### src/rtl/normalize_pack_float.sv
// normalize_pack_float: two-stage valid/ready pipeline that turns an unsigned
// magnitude plus its leading-one position, sign and power-of-two scale into
// an IEEE-754 binary32 word.
//   S1: left-justify the magnitude and form the biased exponent.
//   S2: round (or truncate), then pack, with underflow flush and overflow saturation.
// Optional build macro: ROUND_NEAREST_EN selects round-to-nearest-even;
// when it is left undefined, the mantissa is truncated.
module normalize_pack_float #(
  parameter int SCALE_W = 8
) (
  input  logic               clk,
  input  logic               rst,
  input  logic               in_valid,
  output logic               in_ready,
  input  logic [31:0]        in_word,
  input  logic [5:0]         in_loc,
  input  logic               in_sign,
  input  logic [SCALE_W-1:0] in_scale,
  output logic               out_valid,
  input  logic               out_ready,
  output logic [31:0]        out_data,
  output logic               out_uf,
  output logic               out_of
);

  localparam int EW = SCALE_W + 3;
  localparam logic signed [EW-1:0] EXP_SAT = EW'(255);

  // Stage 1 state
  logic                 r_s1_valid;
  logic                 r_s1_sign;
  logic                 r_s1_zero;
  logic [31:0]          r_s1_norm;
  logic signed [EW-1:0] r_s1_exp;

  // Stage 2 / output state
  logic                 r_s2_valid;
  logic [31:0]          r_out_data;
  logic                 r_out_uf;
  logic                 r_out_of;

  logic                 w_s1_ld;
  logic                 w_s2_ld;
  logic [5:0]           w_shamt;
  logic [31:0]          w_norm;
  logic signed [EW-1:0] w_exp;
  logic [22:0]          w_mant_raw;
  logic [22:0]          w_mant;
  logic signed [EW-1:0] w_exp_rnd;
  logic [31:0]          w_pack_data;
  logic                 w_pack_uf;
  logic                 w_pack_of;
  logic                 w_unused_bits;

  // A stage loads when it is empty or its contents move on this same cycle
  assign in_ready  = !r_s1_valid || !r_s2_valid || out_ready;
  assign w_s1_ld   = in_valid && in_ready;
  assign w_s2_ld   = r_s1_valid && (!r_s2_valid || out_ready);

  assign out_valid = r_s2_valid;
  assign out_data  = r_out_data;
  assign out_uf    = r_out_uf;
  assign out_of    = r_out_of;

  // Normalize: move the leading one to bit 31; biased exponent = 126 + loc + scale
  always_comb begin
    w_shamt = 6'd32 - in_loc;
    w_norm  = (in_loc == 6'd0) ? '0 : (in_word << w_shamt);
    w_exp   = EW'(126) + EW'(in_loc) + {{3{in_scale[SCALE_W-1]}}, in_scale};
  end

  // Round (optional) and pack the stage-1 beat into binary32 with exception handling
  always_comb begin
    w_mant_raw = r_s1_norm[30:8];
    w_mant     = w_mant_raw;
    w_exp_rnd  = r_s1_exp;
`ifdef ROUND_NEAREST_EN
    // An all-ones mantissa that rounds up wraps to zero and carries into the exponent
    if (r_s1_norm[7] && ((|r_s1_norm[6:0]) || w_mant_raw[0])) begin
      w_mant = w_mant_raw + 23'd1;
      if (&w_mant_raw) begin
        w_exp_rnd = r_s1_exp + EW'(1);
      end
    end
    w_unused_bits = r_s1_norm[31];
`else
    w_unused_bits = r_s1_norm[31] ^ (^r_s1_norm[7:0]);
`endif
    w_pack_uf   = 1'b0;
    w_pack_of   = 1'b0;
    w_pack_data = {r_s1_sign, w_exp_rnd[7:0], w_mant};
    if (r_s1_zero) begin
      w_pack_data = {r_s1_sign, 31'd0};
    end else if (w_exp_rnd[EW-1] || (w_exp_rnd == '0)) begin
      w_pack_data = {r_s1_sign, 31'd0};
      w_pack_uf   = 1'b1;
    end else if (w_exp_rnd >= EXP_SAT) begin
      w_pack_data = {r_s1_sign, 8'hFF, 23'd0};
      w_pack_of   = 1'b1;
    end
  end

  // Stage 1 register: capture the normalized beat on accept
  always_ff @(posedge clk or posedge rst) begin
    if (rst) begin
      r_s1_valid <= 1'b0;
      r_s1_sign  <= 1'b0;
      r_s1_zero  <= 1'b0;
      r_s1_norm  <= '0;
      r_s1_exp   <= '0;
    end else if (w_s1_ld) begin
      r_s1_valid <= 1'b1;
      r_s1_sign  <= in_sign;
      r_s1_zero  <= (in_loc == 6'd0);
      r_s1_norm  <= w_norm;
      r_s1_exp   <= w_exp;
    end else if (w_s2_ld) begin
      r_s1_valid <= 1'b0;
    end
  end

  // Stage 2 register: packed result, held while the consumer stalls
  always_ff @(posedge clk or posedge rst) begin
    if (rst) begin
      r_s2_valid <= 1'b0;
      r_out_data <= '0;
      r_out_uf   <= 1'b0;
      r_out_of   <= 1'b0;
    end else if (w_s2_ld) begin
      r_s2_valid <= 1'b1;
      r_out_data <= w_pack_data;
      r_out_uf   <= w_pack_uf;
      r_out_of   <= w_pack_of;
    end else if (out_ready) begin
      r_s2_valid <= 1'b0;
    end
  end

endmodule

### config.mk
export PLATFORM = sky130hd
export DESIGN_NAME = normalize_pack_float
export DESIGN_NICKNAME = d
export VERILOG_FILES = /design/src/rtl/normalize_pack_float.sv
export SDC_FILE = /design/constraint.sdc
export NUM_CORES = 1
export LEC_CHECK = 0
export BUFFER_PORTS_ARGS = -buffer_cell sky130_fd_sc_hd__buf_2
export CAP_MARGIN = 15
export CORE_MARGIN = 3
export CORE_UTILIZATION = 50
export DETAILED_ROUTE_END_ITERATION = 6
export PLACE_DENSITY = 0.81
export REMOVE_ABC_BUFFERS = 1
export SLEW_MARGIN = 20
export SYNTH_ARGS = -nofsm -noshare
export SYNTH_HDL_FRONTEND = slang
export SYNTH_SLANG_ARGS = --single-unit
### constraint.sdc
create_clock -name clk -period 2.3 [get_ports clk]
set_clock_uncertainty 0.2 [all_clocks]
set_input_delay 0.115 -clock clk [delete_from_list [all_inputs] [get_ports clk]]
set_output_delay 0.115 -clock clk [all_outputs]
set_load 0.02 [all_outputs]
# Word level (Yosys, flattened, before mapping)
# Index checks and enable logic that the tools add are counted.
# Widths: inputs -> output; s select.
[classes] shift=1 n_mux=13 add_sub_neg=3 n_reduce_logical=12 n_lt_le_gt_ge=1
[op_table] op="$mux 31" count=4
[op_table] op="$shl 32x6->31" count=1
[op_table] op="$ge 11x9->1 const B" count=1
[op_table] op="$logic_not 11->1" count=1
[op_table] op="$add 9x8->10" count=1
[op_table] op="$mux 1" count=9
[op_table] op="$add 7x6->8 const A" count=1
[op_table] op="$logic_not 6->1" count=1
[op_table] op="$sub 6x6->6 const A" count=1
[op_table] op="$logic_or 1x1->1" count=4
[op_table] op="$reduce_bool 2->1" count=2
[op_table] op="$logic_and 1x1->1" count=2
[op_table] op="$logic_not 1->1" count=2
[word_totals] output_inout_bits=36 ff_bits=80 elab_cells=39 in_bits=51

# Longest topological paths before layout
# Gate-level depths: netlist of run 1.
[depth] depth_word=5 depth_mapped=13 depth_no_buf=11

# Worst setup path after synthesis of run 1
# No wires, ideal clock.
[synth_path] path_type="in2reg" startpoint="input in_loc[0]" endpoint="register r_s1_norm[26]" cell_stages=12 setup_time_ns=0.126 arrival_time_ns=2.418 slack_ns=-0.444 required_time_ns=1.974 path_buffers=5 cell_sequence="buf_6 -> buf_8 -> buf_6 -> inv_1 -> ha_1 -> buf_2 -> clkbuf_1 -> mux4_2 -> mux2_2 -> nor2_1 -> a211oi_2 -> a221o_1"
[synth_between] elab_chain_cells=3 elab_cells_between_ends=4 cone_classes="1 x add/sub; 1 x shift; 1 x mux; 1 x reduce/logical"
[synth_lines] item="from (decl)" line_no="16" text="input logic [5:0] in_loc,"
[synth_lines] item="$sub 6x6->6" line_no="67" text="w_shamt = 6'd32 - in_loc;"
[synth_lines] item="$shl 32x6->31" line_no="68" text="w_norm = (in_loc == 6'd0) ? '0 : (in_word << w_shamt);"
[synth_lines] item="$mux 31 *" line_no="68"
[synth_lines] item="to (signal assigned)" line_no="115" text="r_s1_norm <= w_norm;"
[synth_lines] item="to (decl)" line_no="33" text="logic [31:0] r_s1_norm;"
# Every way passes the cells marked *; elsewhere a longest branch is shown, timed or not.
# A chain may end at the register's enable or synchronous reset.

# Final worst setup path of run 1
[layout_path] startpoint="input in_scale[0]" endpoint="register r_s1_exp[6]"
[layout_between] elab_chain_cells=1
[layout_lines] item="from (decl)" line_no="18" text="input logic [SCALE_W-1:0] in_scale,"
[layout_lines] item="$add 9x8->10" line_no="69" text="w_exp = EW'(126) + EW'(in_loc) + {{3{in_scale[SCALE_W-1]}}, in_scale};"
[layout_lines] item="to (signal assigned)" line_no="116" text="r_s1_exp <= w_exp;"
[layout_lines] item="to (decl)" line_no="34" text="logic signed [EW-1:0] r_s1_exp;"
# Every way passes these cells.

==> reports/qor.json, run 1 <==
{
  "pwr_density_cell_mw_per_mm2": 694,
  "worst-endpoint-required_ns": 2.38,
  "floorplan.rows": 34,
  "synth-main-ff-cell": "sky130_fd_sc_hd__dfrtp_1",
  "syn_area_mm2": 0.00467,
  "grt_first_pass_wirelength_mm": 17.9,
  "clkLatencyLatePin_ns": 0.33,
  "synth_edf_count": 0,
  "root_buffer": "sky130_fd_sc_hd__clkbuf_8",
  "setup-violations-final": 0,
  "avgRoutedWirePerCell_um": 17.6,
  "worst_setup_path_end_kind": "flip-flop",
  "total_routing_usage_reported_by_global_routing_pct": 21.5,
  "period_needed_ns": 2.19,
  "max-cap-violations": 0,
  "synthDominantCellAreaShare_pct": 38.0,
  "fp.dieW_um": 103,
  "cts.clk_slew.worst_paths_ns": 0.07,
  "cp.arrival_ns": 2.27,
  "synth.ff_latch_count": 71,
  "worst_setup_path_start_kind": "input pin",
  "crit_fanout": 5,
  "place.detailed.hpwl_mm": 8.57,
  "drive_gt1_share_pct": 38.4,
  "outcome": "completed",
  "globalRouteOverflowTotal": 0,
  "synth.top_cells.by_area": "sky130_fd_sc_hd__dfrtp_1, sky130_fd_sc_hd__mux4_2, sky130_fd_sc_hd__a22o_1",
  "diodes": 0,
  "core_mm2": 0.00889,
  "die_h_um": 103,
  "largest_net_degree_at_the_start_of_global_routing": 48,
  "tightest_slew_ns": 0.542,
  "timing.reg2reg.setup_slack_ns": 0.21,
  "start_util_pct": 52.5,
  "drt-total-wl_mm": 11.2,
  "grt_pass1_vias": 3645,
  "cts.sinks": 71,
  "cts_inserted_buffers": 9,
  "synthArstFlopShare_pct": 100,
  "ys_seq_area_share_pct": 38.0,
  "rr_endpoint": "r_s1_norm[18]",
  "clk_path_buf_depth": 2,
  "synth_area_per_cell_um2": 11.4,
  "yosys.area.top_type": "sky130_fd_sc_hd__dfrtp_1",
  "layout_commonest_cell": "sky130_fd_sc_hd__buf_2",
  "numPortBuffers": 85,
  "areaGrowthSynthToFinish_pct": 21.6,
  "drv_slew": 0,
  "drt_pass_1_iters": 4,
  "ioPinCount": 87,
  "timing.fmax_ghz": 0.456,
  "hold_ws_ns": 0.0814,
  "grt_setup_unrepaired": "no",
  "seq_area_mm2": 0.00178,
  "gpl.final_weighted_congestion": 0.945,
  "synth.yosys.warnings": 0,
  "most_frequent_cells_in_the_layout": "sky130_fd_sc_hd__buf_2, sky130_fd_sc_hd__dfrtp_1, sky130_fd_sc_hd__nand2_1",
  "detailedRoute.firstIterationViolations": 296,
  "via_count": 3799,
  "finalCritPeriodShare_pct": 95.2,
  "layout.nets": 587,
  "worstSetupPathType": "input pin to flip-flop",
  "drt_drc_violations_left": 0,
  "tritoncts": "built",
  "postSynthCellCount": 409,
  "holdCritPathClass": "input pin to flip-flop",
  "timing.critical_path.from": "in_scale[0]",
  "unique_cell_type_count_in_the_yosys_netlist": 62,
  "post_layout_nonfiller_instances": 636,
  "max-slew-margin-rel_pct": 63.8,
  "peakVddDrop_v": 0.000323,
  "worst_setup_path_endpoint": "r_s1_exp[6]",
  "floorplan.die_area_mm2": 0.0105,
  "placement.cell_area_mm2": 0.00540,
  "final_report_hold_violation_count": 0,
  "r2r-start": "out_valid",
  "vias_per_inst": 5.97,
  "nFillCells": 687,
  "antenna_left": 0,
  "placed_cells_incl_taps": 613,
  "multi_input_area_mm2": 0.00266,
  "cellLeakagePower_nw": 2.69,
  "post-route-cell-area_mm2": 0.00568,
  "power.total_w": 0.00394,
  "r2r_cells": 5,
  "grt_antenna_before_repair": 0,
  "h_tree_depth": 3
}
[state kept, by name, summed over array words and instances, names as in the netlist]
register	flops
out_data	32
r_s1_zero	1
out_valid	1
r_s1_valid	1
r_s1_sign	1
out_of	1
out_uf	1
r_s1_norm	23
r_s1_exp	10
[report_power, final]
group          internal [W]  switching [W]
logic              0.000592       0.000732
registers           0.00146       0.000144
clock network      0.000587       0.000431
total               0.00264        0.00131
[timing repair]
action / 4_1_cts / 5_1_grt
resized for setup: 0 / 3
endpoints found under the setup margin: 0 / 2
endpoints found under the hold margin: 30 / 0
setup buffers: 0 / 0
hold buffers: 7 / 0
[worst max-delay path: stages]
cell and delay [ns]:
sky130_fd_sc_hd__dlygate4sd3_1 0.53, sky130_fd_sc_hd__buf_2 0.13, sky130_fd_sc_hd__ha_1 0.19, sky130_fd_sc_hd__inv_1 0.08, sky130_fd_sc_hd__fa_2 0.21, sky130_fd_sc_hd__nor2b_1 0.05, sky130_fd_sc_hd__o21ai_1 0.17, sky130_fd_sc_hd__a21boi_1 0.09
sky130_fd_sc_hd__buf_4 0.15, sky130_fd_sc_hd__or4_1 0.46, sky130_fd_sc_hd__nand3_1 0.09
[synthesized netlist by cell type (2+ instances only)]
cell / number
sky130_fd_sc_hd__a211oi_1: 4
sky130_fd_sc_hd__a211oi_2: 6
sky130_fd_sc_hd__a21oi_1: 11
sky130_fd_sc_hd__a221o_1: 11
sky130_fd_sc_hd__a22o_1: 29
sky130_fd_sc_hd__a31oi_1: 2
sky130_fd_sc_hd__and4_1: 2
sky130_fd_sc_hd__buf_2: 7
sky130_fd_sc_hd__buf_4: 2
sky130_fd_sc_hd__buf_6: 8
sky130_fd_sc_hd__clkbuf_1: 9
sky130_fd_sc_hd__dfrtp_1: 71
sky130_fd_sc_hd__ha_1: 12
sky130_fd_sc_hd__inv_1: 9
sky130_fd_sc_hd__mux2_2: 13
sky130_fd_sc_hd__mux2i_1: 22
sky130_fd_sc_hd__mux4_2: 27
sky130_fd_sc_hd__nand2_1: 39
sky130_fd_sc_hd__nand2b_1: 6
sky130_fd_sc_hd__nand3_1: 6
sky130_fd_sc_hd__nand3b_1: 3
sky130_fd_sc_hd__nor2_1: 27
sky130_fd_sc_hd__nor3_1: 5
sky130_fd_sc_hd__nor3b_1: 3
sky130_fd_sc_hd__o211ai_1: 3
sky130_fd_sc_hd__o21a_1: 3
sky130_fd_sc_hd__o21ai_0: 21
sky130_fd_sc_hd__o221ai_1: 3
sky130_fd_sc_hd__o31ai_1: 3
sky130_fd_sc_hd__or4_1: 2
sky130_fd_sc_hd__xnor2_1: 4
sky130_fd_sc_hd__xor2_1: 5
sky130_fd_sc_hd__xor2_2: 2
[metrics by stage]
stage	TNS, ns	setup slack, ns	util, %
after detailed placement	-0.434	-0.126	60.7
final	0	0.109	63.9
after global routing	0	0.00277	63.9
after global placement	-0.0931	-0.0375	60.7
after CTS	0	0.0279	63.8
after floorplan	-22.47	-0.623	-
[per-layer routing]
metal  track usage [%]  part of all wire [%]  vias to the layer above
li1                  -                     -                     1805
met1              31.0                    46                     1877
met2              34.6                    48                      107
met3              2.77                   5.0                       10
met4              5.45                  0.96                        0
met5                 0                     0                        -
[worst min-delay path by stage]
stage | endpoint | start | slack, ns | cells past startpoint
after floorplan | r_s1_valid | in_valid | 0.02 | 1
final | r_s1_exp[1] | in_scale[1] | 0.08 | 4
after global placement | out_data[27] | rst | -0.02 | 2
after CTS | r_s1_exp[1] | in_scale[1] | 0.03 | 4
after detailed placement | out_data[28] | rst | -0.01 | 2
after global routing | r_s1_exp[1] | in_scale[1] | 0.11 | 4
[cell families (layout without fill, tap and decap cells)]
family	Yosys count	in the layout	share of synthesized area [%]
AO/OA/AOI/OAI	104	104	17.2
buffers and inverters	39	158	5.44
XOR/XNOR	11	11	2.38
flip-flops	71	71	38.0
AND/OR/NAND/NOR	108	108	12.1
adder cells (fa/ha/maj)	13	13	3.64
multiplexers	63	63	21.2
[final cells by class]
cell class                      instances  area share (%)
Sequential cell                        71            31.3
Clock inverter                          3           0.705
Multi-Input combinational cell        299            46.9
Clock buffer                           13            2.97
Inverter                               10           0.661
Tap cell                              108            2.38
Timing Repair Buffer                  132            15.1
Note: power is estimated with default switching activity, not from simulation.
==> inputs of run 2 (changes only) <==
--- a/config.mk
+++ b/config.mk
@@ -7,10 +7,12 @@
 export LEC_CHECK = 0
 export BUFFER_PORTS_ARGS = -buffer_cell sky130_fd_sc_hd__buf_2
 export CAP_MARGIN = 15
+export CELL_PAD_IN_SITES_DETAIL_PLACEMENT = 0
+export CELL_PAD_IN_SITES_GLOBAL_PLACEMENT = 2
 export CORE_MARGIN = 3
-export CORE_UTILIZATION = 50
+export CORE_UTILIZATION = 33
 export DETAILED_ROUTE_END_ITERATION = 6
-export PLACE_DENSITY = 0.81
+export PLACE_DENSITY = 0.82
 export REMOVE_ABC_BUFFERS = 1
 export SLEW_MARGIN = 20
 export SYNTH_ARGS = -nofsm -noshare
==> run 2 against run 1 <==
Compared with the run above:
- sequential power about the same
- via count down 1.3%
- highest routed layer unchanged
- count of clock-buffer cells in the layout unchanged
- largest power group unchanged
- design area grew 4.1%
- sequential share of layout area decreased by 1.2 points
- non-clock buffer count increased by 10
- clock power grew 21%
- flip-flop and latch count unchanged
- setup slack better by 0.024 ns
- first-iteration DRC count is 27% lower
- routed wire length rose by 7.4%
- largest cell class unchanged
- global-route usage is 6.0 points lower
==> reports/qor.json, run 2 (synthesized netlist as in run 1, its figures left out) <==
{
  "outcome": "completed",
  "fp.dieW": {"value": 125, "unit": "µm", "change": "+22%"},
  "clkLatencyLatePin": {"value": 0.33, "unit": "ns", "change": "about the same"},
  "worstSetupPathType": "input pin to flip-flop",
  "antenna_left": {"value": 0, "change": "unchanged"},
  "nFillCells": {"value": 1341, "change": "+95%"},
  "drive_gt1_share": {"value": 39.4, "unit": "%", "change": "+0.92 points"},
  "drt_drc_violations_left": {"value": 0, "change": "unchanged"},
  "cts.sinks": {"value": 71, "change": "unchanged"},
  "place_worst_setup_slack": {"value": -0.193, "unit": "ns", "change": "-0.0674 ns"},
  "power.share.combinational": {"value": 32.5, "unit": "%", "change": "-1.1 points"},
  "netSwitchingFraction": {"value": 32.0, "unit": "%", "change": "-1.1 points"},
  "r2r_cells": {"value": 5, "change": "unchanged"},
  "floorplan.die_area": {"value": 0.0156, "unit": "mm²", "change": "+48%"},
  "avgRoutedWirePerCell": {"value": 16.8, "unit": "µm", "change": "-4.1%"},
  "gpl.final_weighted_congestion": {"value": 0.837, "change": "-11%"},
  "numPortBuffers": {"value": 85, "change": "unchanged"},
  "tightest_slew": {"value": 0.554, "unit": "ns", "change": "+0.0121 ns"},
  "grt_pass1_vias": {"value": 3794, "change": "+4.1%"},
  "drt-total-wl": {"value": 12.0, "unit": "mm", "change": "+7.4%"},
  "period_needed": {"value": 2.17, "unit": "ns", "change": "-0.0240 ns"},
  "crit_fanout": {"value": 11, "change": "+6"},
  "via_count": {"value": 3751, "change": "-1.3%"},
  "areaGrowthSynthToFinish_pct": 26.6,
  "startpoint_of_the_tightest_hold_check_path": "in_scale[7]",
  "setup-violations-final": {"value": 0, "change": "unchanged"},
  "worst-endpoint-required": {"value": 2.30, "unit": "ns", "change": "-0.08 ns"},
  "power.sequential.fraction": {"value": 38.2, "unit": "%", "change": "-2.4 points"},
  "grt_antenna_before_repair": {"value": 0, "change": "unchanged"},
  "floorplan.rows": {"value": 42, "change": "+24%"},
  "diodes": {"value": 0, "change": "unchanged"},
  "final_report_hold_violation_count": {"value": 0, "change": "unchanged"},
  "layout_commonest_cell": "sky130_fd_sc_hd__buf_2",
  "finalCritPeriodShare": {"value": 94.2, "unit": "%", "change": "-1.0 points"},
  "final.setup.worst_slack": {"value": 0.133, "unit": "ns", "change": "+0.0240 ns"},
  "post_layout_nonfiller_instances": {"value": 712, "change": "+12%"},
  "timing.hold.worst_endpoint": "r_s1_exp[9]",
  "total_routing_usage_reported_by_global_routing": {"value": 15.5, "unit": "%", "change": "-6.0 points"},
  "h_tree_depth": {"value": 3, "change": "unchanged"},
  "r2r-start": "out_valid",
  "worst_setup_path_end_kind": "flip-flop",
  "pwr_density_cell": {"value": 710, "unit": "mW/mm²", "change": "+2.2%"},
  "layout.nets": {"value": 597, "change": "+1.7%"},
  "root_buffer": "sky130_fd_sc_hd__clkbuf_16",
  "worst_setup_path_start_kind": "input pin",
  "vias_per_inst": {"value": 5.27, "change": "-12%"},
  "max-slew-margin-rel": {"value": 63.0, "unit": "%", "change": "-0.81 points"},
  "timing.fmax": {"value": 0.462, "unit": "GHz", "change": "+1.1%"},
  "holdCritPathClass": "input pin to flip-flop",
  "peakVddDrop": {"value": 0.000338, "unit": "V", "change": "+4.6%"},
  "cellLeakagePower": {"value": 2.77, "unit": "nW", "change": "+3.0%"},
  "drt_pass_1_iters": {"value": 4, "change": "unchanged"},
  "max-cap-violations": {"value": 0, "change": "unchanged"},
  "largest_reg_flops": {"value": 32, "change": "unchanged"},
  "cts.clk_slew.worst_paths": {"value": 0.05, "unit": "ns", "change": "-0.02 ns"},
  "final_core_util": {"value": 43.6, "unit": "%", "change": "-20 points"},
  "place.detailed.hpwl": {"value": 9.55, "unit": "mm", "change": "+11%"},
  "grt_first_pass_wirelength": {"value": 20.0, "unit": "mm", "change": "+12%"},
  "tritoncts": "built",
  "placement.cell_area": {"value": 0.00560, "unit": "mm²", "change": "+3.7%"},
  "grt_setup_unrepaired": "no",
  "drv_slew": {"value": 0, "change": "unchanged"},
  "clk_path_buf_depth": {"value": 2, "change": "unchanged"},
  "start_util": {"value": 34.4, "unit": "%", "change": "-18 points"},
  "cell_internal_pwr": {"value": 0.00285, "unit": "W", "change": "+8.3%"},
  "timing.critical_path.from": "in_loc[0]",
  "post-route-cell-area": {"value": 0.00591, "unit": "mm²", "change": "+4.1%"},
  "globalRouteOverflowTotal": {"value": 0, "change": "unchanged"},
  "core": {"value": 0.0136, "unit": "mm²", "change": "+52%"},
  "tns": {"value": 0, "unit": "ns", "change": "unchanged"},
  "largest_net_degree_at_the_start_of_global_routing": {"value": 47, "change": "-2.1%"},
  "ioPinCount": {"value": 87, "change": "unchanged"},
  "most_frequent_cells_in_the_layout": "sky130_fd_sc_hd__buf_2, sky130_fd_sc_hd__dfrtp_1, sky130_fd_sc_hd__buf_4",
  "power_frac_clock": {"value": 29.3, "unit": "%", "change": "+3.5 points"},
  "placed_cells_incl_taps": {"value": 693, "change": "+13%"},
  "rr_endpoint": "r_s1_norm[30]",
  "cp.arrival": {"value": 2.17, "unit": "ns", "change": "-0.10 ns"},
  "timing.reg2reg.setup_slack": {"value": 0.20, "unit": "ns", "change": "about the same"},
  "power_switching": {"value": 0.00134, "unit": "W", "change": "+2.8%"},
  "multi_input_area": {"value": 0.00266, "unit": "mm²", "change": "about the same"},
  "cts_inserted_buffers": {"value": 9, "change": "unchanged"},
  "postCtsSetupRepairBufs": {"value": 0, "change": "unchanged"},
  "timing.hold.worst_path_depth": {"value": 4, "change": "unchanged"},
  "die_h": {"value": 125, "unit": "µm", "change": "+22%"},
  "detailedRoute.firstIterationViolations": {"value": 217, "change": "-27%"},
  "seq_area": {"value": 0.00178, "unit": "mm²", "change": "unchanged"}
}
## run 2: changes by cell type in the layout (fill, tap and decap cells not counted), moves of 2 or more
cell | before | now
sky130_fd_sc_hd__buf_12 | 5 | 7
sky130_fd_sc_hd__clkbuf_16 | 0 | 9
sky130_fd_sc_hd__clkbuf_8 | 12 | 2
sky130_fd_sc_hd__buf_4 | 35 | 45
sky130_fd_sc_hd__dlygate4sd3_1 | 7 | 5
## run 2: worst max-delay path by stage
| stage | end | slack [ns] | depth (start not counted) |
|---|---|---|---|
| 2_1_floorplan | out_data[0] | -0.62 | 5 |
| 3_3_place_gp | r_s1_exp[9] | -0.20 | 9 |
| 3_5_place_dp | r_s1_norm[18] | -0.19 | 11 |
| 4_1_cts | r_s1_norm[18] | 0.14 | 8 |
| 5_1_grt | r_s1_exp[9] | 0.01 | 9 |
| 6_report | r_s1_exp[8] | 0.13 | 11 |
## run 2: cell type report
class                      instances  share of cell area (%)
multi-input combinational        299                    45.0
timing repair buffer             142                    16.1
clock buffer                      13                    4.40
inverter                          10                   0.635
tap                              176                    3.72
clock inverter                     1                  0.0846
sequential                        71                    30.0
## run 2: worst max-delay path, cell delays in order
cell	delay, ns
sky130_fd_sc_hd__buf_2	0.10
sky130_fd_sc_hd__buf_12	0.14
sky130_fd_sc_hd__buf_4	0.16
sky130_fd_sc_hd__ha_1	0.17
sky130_fd_sc_hd__inv_1	0.05
sky130_fd_sc_hd__fa_1	0.38
sky130_fd_sc_hd__nor2b_1	0.12
sky130_fd_sc_hd__o21ai_0	0.10
sky130_fd_sc_hd__a21boi_0	0.40
sky130_fd_sc_hd__o22ai_1	0.13
sky130_fd_sc_hd__a221o_1	0.31
## run 2: per-stage QoR
stage / total power [W] / hold slack (ns)
global route: 0.00444 / 0.0447
floorplan: 0.00242 / 0.0234
global placement: 0.00296 / 0.00459
finish: 0.00420 / 0.0241
detailed placement: 0.00299 / 0.000681
CTS: 0.00425 / 0.00802
## run 2: power groups by stage
stage	Sequential, W	Combinational [W]	Clock [W]
after floorplan	0.00172	0.000697	0
after global placement	0.00162	0.00134	0
after detailed placement	0.00163	0.00137	0
after CTS	0.00161	0.00138	0.00127
after global routing	0.00163	0.00149	0.00132
final	0.00160	0.00136	0.00123
## run 2: what timing repair did
action | 4_1_cts | 5_1_grt
hold buffers | 5 | 0
resized for setup | 0 | 1
hold endpoints to repair | 28 | 0
endpoints found under the setup margin | 0 | 1
## run 2: layer usage
metal | GRT usage (%) | part of all wire, % | wire length [µm]
met3 | 2.52 | 3.8 | 454
met5 | 0 | 0 | 0
met4 | 4.40 | 1.0 | 121
met1 | 23.1 | 50 | 6000
met2 | 23.4 | 45 | 5410
